===== config.mk =====
export PLATFORM = sky130hd
export DESIGN_NAME = xor_serial_arbiter
export DESIGN_NICKNAME = d
export VERILOG_FILES = /design/src/rtl/xor_serial_arbiter.sv
export SDC_FILE = /design/constraint.sdc
export NUM_CORES = 1
export LEC_CHECK = 0
export CELL_PAD_IN_SITES_DETAIL_PLACEMENT = 1
export CELL_PAD_IN_SITES_GLOBAL_PLACEMENT = 2
export CORE_MARGIN = 2
export CORE_UTILIZATION = 33
export CTS_BUF_LIST = sky130_fd_sc_hd__clkbuf_2
export DETAILED_ROUTE_END_ITERATION = 7
export PLACE_DENSITY = 0.88
export SLEW_MARGIN = 5
export SYNTH_ARGS = -nofsm -noshare
export SYNTH_HDL_FRONTEND = slang
export SYNTH_SLANG_ARGS = --single-unit
export TNS_END_PERCENT = 30

===== constraint.sdc =====
create_clock -name clk -period 2.7 [get_ports clk]
set_input_delay 0.27 -clock clk [delete_from_list [all_inputs] [get_ports clk]]
set_output_delay 0.27 -clock clk [all_outputs]
set_load 0.02 [all_outputs]

===== src/rtl/xor_serial_arbiter.sv =====
`default_nettype none
// ============================================================================
// Module      : xor_serial_arbiter (with datapath cell xor_nor)
// Description : Round-robin arbiter sharing one bit-serial NOR-only XOR cell
//               between two requesters. Operands are shifted LSB first
//               through the single cell. The WIDTH-bit result is returned
//               with a one-cycle done pulse.
// Revision    : 1.0 - initial release
// ============================================================================

// 1-bit XOR built only from NOR gates.
module xor_nor (
  input  logic a,
  input  logic b,
  output logic y
);

  logic w_n_ab;
  logic w_n_a;
  logic w_n_b;
  logic w_xnor;

  assign w_n_ab = ~(a | b);
  assign w_n_a  = ~(a | w_n_ab);
  assign w_n_b  = ~(b | w_n_ab);
  assign w_xnor = ~(w_n_a | w_n_b);
  assign y      = ~(w_xnor | w_xnor);

endmodule

module xor_serial_arbiter #(
  parameter int WIDTH = 8
) (
  input  logic             clk,
  input  logic             rst_n,
  input  logic             req0,
  input  logic [WIDTH-1:0] a0,
  input  logic [WIDTH-1:0] b0,
  input  logic             req1,
  input  logic [WIDTH-1:0] a1,
  input  logic [WIDTH-1:0] b1,
  output logic [1:0]       gnt,
  output logic             busy,
  output logic             done0,
  output logic             done1,
  output logic [WIDTH-1:0] result0,
  output logic [WIDTH-1:0] result1
);

  localparam int c_cnt_w = (WIDTH > 1) ? $clog2(WIDTH) : 1;

  localparam logic [1:0] c_idle  = 2'd0;
  localparam logic [1:0] c_shift = 2'd1;
  localparam logic [1:0] c_done  = 2'd2;

  localparam logic [c_cnt_w-1:0] c_cnt_last = c_cnt_w'(WIDTH - 1);
  localparam logic [c_cnt_w-1:0] c_cnt_one  = c_cnt_w'(1);

  logic [1:0]         r_state;
  logic               r_owner;       // 0 = requester 0, 1 = requester 1
  logic               r_last_owner;
  logic [WIDTH-1:0]   r_sa;
  logic [WIDTH-1:0]   r_sb;
  logic [c_cnt_w-1:0] r_cnt;
  logic [WIDTH-1:0]   r_result0;
  logic [WIDTH-1:0]   r_result1;

  logic               w_y;
  logic               w_win;
  logic               w_start;
  logic               w_shift_en;
  logic               w_last;
  logic [WIDTH-1:0]   w_acc_next;

  // On a tie the requester that did not own the resource last time wins.
  assign w_win      = (req0 && req1) ? ~r_last_owner : req1;
  assign w_start    = (r_state == c_idle) && (req0 || req1);
  assign w_shift_en = (r_state == c_shift);
  assign w_last     = w_shift_en && (r_cnt == c_cnt_last);

  // The one and only XOR evaluation point for operand bits.
  xor_nor u_xor_nor (
    .a (r_sa[0]),
    .b (r_sb[0]),
    .y (w_y)
  );

  // The accumulator keeps only the bits that survive to the next shift;
  // the bit that would drop off the LSB end is never observed.
  generate
    if (WIDTH > 1) begin : g_acc_multi
      logic [WIDTH-2:0] r_acc;

      // Shift each new cell output in at the MSB end.
      always_ff @(posedge clk or negedge rst_n) begin
        if (!rst_n) begin
          r_acc <= '0;
        end else if (w_shift_en) begin
          r_acc <= w_acc_next[WIDTH-1:1];
        end
      end

      assign w_acc_next = {w_y, r_acc};
    end else begin : g_acc_single
      assign w_acc_next = w_y;
    end
  endgenerate

  // Sequencing: arbitrate in IDLE, count WIDTH shifts, one DONE cycle.
  always_ff @(posedge clk or negedge rst_n) begin
    if (!rst_n) begin
      r_state      <= c_idle;
      r_owner      <= 1'b0;
      r_last_owner <= 1'b1;
    end else begin
      case (r_state)
        c_idle: begin
          if (w_start) begin
            r_owner <= w_win;
            r_state <= c_shift;
          end
        end
        c_shift: begin
          if (w_last) begin
            r_last_owner <= r_owner;
            r_state      <= c_done;
          end
        end
        c_done: begin
          r_state <= c_idle;
        end
        default: begin
          r_state <= c_idle;
        end
      endcase
    end
  end

  // Operand capture at grant, then right shifts feeding the cell LSB first.
  always_ff @(posedge clk or negedge rst_n) begin
    if (!rst_n) begin
      r_sa  <= '0;
      r_sb  <= '0;
      r_cnt <= '0;
    end else if (w_start) begin
      r_sa  <= w_win ? a1 : a0;
      r_sb  <= w_win ? b1 : b0;
      r_cnt <= '0;
    end else if (w_shift_en) begin
      r_sa  <= r_sa >> 1;
      r_sb  <= r_sb >> 1;
      r_cnt <= r_cnt + c_cnt_one;
    end
  end

  // Publish the finished word to the owner's result on the final shift only.
  always_ff @(posedge clk or negedge rst_n) begin
    if (!rst_n) begin
      r_result0 <= '0;
      r_result1 <= '0;
    end else if (w_last) begin
      if (r_owner) begin
        r_result1 <= w_acc_next;
      end else begin
        r_result0 <= w_acc_next;
      end
    end
  end

  assign busy    = (r_state != c_idle);
  assign gnt     = busy ? (r_owner ? 2'b10 : 2'b01) : 2'b00;
  assign done0   = (r_state == c_done) && !r_owner;
  assign done1   = (r_state == c_done) &&  r_owner;
  assign result0 = r_result0;
  assign result1 = r_result1;

endmodule
`default_nettype wire


==> flow_summary.yaml <==
final_layout:
  diodes: 0
  final_common_cell: "clkdlybuf4s50_1"
  stdcell_count: 334
  drive_gt1_frac: 0.127
  fillers: 695
  most-common-layout-cells: "clkdlybuf4s50_1 (55), dfrtp_1 (44), nand2_1 (35)"
  areaGrowthSynthToFinish_pct: 33.1
  nets: 296
sta:
  rsz0062_at_grt: "false"
  setup_tns_ns: 0
  period_share: 0.834
  clock_skew_ns: 0.0182
  hold_viol_final: 0
  tightest_slew_ns: 1.02
  period_minus_slack_ns: 2.25
  drv_slew: 0
  slew_headroom: 0.322
  max_freq_mhz: 444
  setup-violations-final: 0
worst_setup_path:
  criticalPathCategory: "reg2out"
  cp-start-kind: "flip-flop"
  ff2ff_setup_slack_ns: 0.72
  cp_top_family: "flip-flops"
  cpPeakStageDelay_ns: 0.66
  reg2reg_depth: 4
  reg2reg_from: "r_state[0]"
  arrival_ns: 1.98
  cp_slowest_cell: "dfrtp_2"
  path_buf_inv: 1
  crit_fanout: 21
  cp_cell_sequence: "nor2_1 > nor2b_1 > clkdlybuf4s50_1"
  required_ns: 2.43
  end_kind: "primary output"
  rr_endpoint: "r_sa[3]"
global_routing:
  grt_pass1_vias: 1784
  antenna_found_initial: 0
  grt_pass1_wl_um: 8870
  gr-total-overflow: 0
  grt_use_total: 0.156
  grt_max_degree: 47
status:
  status: "finished clean"
yosys:
  synth.avg_cell_area_um2: 10.4
  syn_area_um2: 2080
  seq_area_frac_synth: 0.553
  synth_fa_ha_area_frac: 0.0120
  yosys.cell_types.count: 32
  synth_top_family_by_area: "simple AND/OR/NAND/NOR gates"
  yosys.area_share.simple: 0.181
  synth_cells: 200
  synth_seq_cells: 46
  async_flop_share: 1.00
  syn_nets: 238
  ys.flop_type: "dfrtp_1"
  synth_xor_area_frac: 0.00420
  synth-edff-count: 0
  synth-compound-area-share: 0.136
  synthMuxAreaShare: 0.0852
  yosysWarnings: 0
job:
  max_cap_violations: 0
min_path:
  hold_end: "r_sa[1]"
  min_path_type: "in2reg"
  whs_path_depth: 3
  hold_start: "a1[1]"
floorplan:
  dieWidth_um: 83.5
  num_rows: 28
  start_util: 0.346
  dieHeight_um: 83.5
  dieArea_um2: 6970
  ios: 57
  core_um2: 6030
power:
  p_per_area_nw_per_um2: 986
  p_leak_nw: 1.20
  peakVddDrop_mv: 0.519
drt:
  routed_wl_um: 5100
  ant_nets: 0
  vias: 1746
  dr.first_iter.drc_count: 58
  drc: 0
  routedWlPerCell_um: 15.3
  drtPass1Iterations: 4
  vias_per_cell: 5.23
cts:
  cts_buffers: 5
  clkTransAtPathRegs_ns: 0.22
  cts_tree: "yes"
  clk_latency_ns: 0.42
  cts_max_level: 2
  ctsRootBufferMaster: "clkbuf_2"
  cts_buffer_depth: 2
  clock-sinks: 46
placement:
  io_buffer_count: 56
  dp.cells: 325
  gp_congestion: 0.732
  hpwl_um: 3510
==> per-layer routing <==
| metal | up-vias | track usage | wire length [µm] |
|---|---|---|---|
| li1 | 833 | - | - |
| met1 | 872 | 0.221 | 2520 |
| met2 | 34 | 0.240 | 2310 |
| met3 | 7 | 0.0287 | 175 |
| met4 | 0 | 0.0601 | 84 |
| met5 | - | 0 | 0 |
==> how the worst max path moves through the flow <==
stage	start	to	slack [ns]	depth (start not counted)
2_1_floorplan	r_state[0]	done0	1.16	3
5_1_grt	r_state[0]	gnt[1]	0.25	3
3_3_place_gp	req1	r_sa[1]	0.55	4
3_5_place_dp	req1	r_sa[3]	0.44	4
4_1_cts	r_state[0]	gnt[1]	0.18	3
6_report	r_state[0]	gnt[1]	0.45	3
==> synth_stat cells (2+ instances only) <==
library cell | count | share of area
clkbuf_1 | 3 | 0.0054
nand2b_1 | 2 | 0.0060
mux2i_1 | 2 | 0.0096
a41oi_1 | 7 | 0.029
ha_1 | 2 | 0.012
nand2_1 | 35 | 0.063
a22oi_1 | 6 | 0.022
nor2_1 | 19 | 0.034
a21oi_1 | 7 | 0.017
nand3_1 | 11 | 0.026
nor3b_1 | 2 | 0.0072
o21ai_0 | 7 | 0.017
nor2b_1 | 2 | 0.0060
buf_2 | 9 | 0.022
dfrtp_1 | 45 | 0.54
mux2_2 | 14 | 0.076
a32o_1 | 6 | 0.029
nand4_1 | 7 | 0.021
==> kinds of logic (layout without fill, tap and decap cells) <==
group           count (synthesis)  after routing
flops                          46             46
compound gates                 39             39
xor+xnor                        1              1
simple gates                   83             83
mux                            16             16
fa+ha+maj                       2              2
buf+inv                        13             72
==> worst reg2reg max path, cell delays in order (launching register included) <==
cell	delay [ns]
dfrtp_2	0.66
nor3_1	0.14
nor2_2	0.78
nor2_1	0.12
a41oi_1	0.21
==> metrics by stage <==
stage / util / area [µm²] / hold WS (ns) / power, W / worst slack, ns
6_report: 0.461 / 2780 / 0.421 / 0.00274 / 0.448
4_1_cts: 0.460 / 2770 / 0.404 / 0.00278 / 0.181
2_1_floorplan: - / 2080 / -0.0256 / 0.00197 / 1.16
5_1_grt: 0.461 / 2780 / 0.382 / 0.00298 / 0.247
3_3_place_gp: 0.452 / 2720 / 0.479 / 0.00245 / 0.554
3_5_place_dp: 0.452 / 2720 / 0.485 / 0.00250 / 0.444
==> timing repair <==
action / CTS / global route
hold endpoints to repair: 13 / 0
endpoints found under the setup margin: 0 / 1
buffers inserted: 0 / 0
gates resized for setup: 0 / 1
hold buffers: 1 / 0
==> power by group <==
| group | switching (W) | internal (W) |
|---|---|---|
| Clock | 0.000217 | 0.0000590 |
| Combinational | 0.000627 | 0.000606 |
| Sequential | 0.000229 | 0.000999 |
==> state kept, by name, indices dropped and copies added, names as in the netlist <==
register,count
r_sa,8
r_last_owner,1
result1,8
r_owner,1
r_sb,8
g_acc_multi.r_acc,7
r_cnt,3
r_state,2
result0,8
==> layout make-up <==
cell class	count	area, µm²	area share
Clock buffer	5	25.0	0.00902
Clock inverter	3	16.3	0.00586
Inverter	1	3.75	0.00135
Multi-Input combinational cell	141	872	0.314
Sequential cell	46	1150	0.416
Tap cell	75	93.8	0.0338
Timing Repair Buffer	63	611	0.220
(Power assumes the default switching activity.)
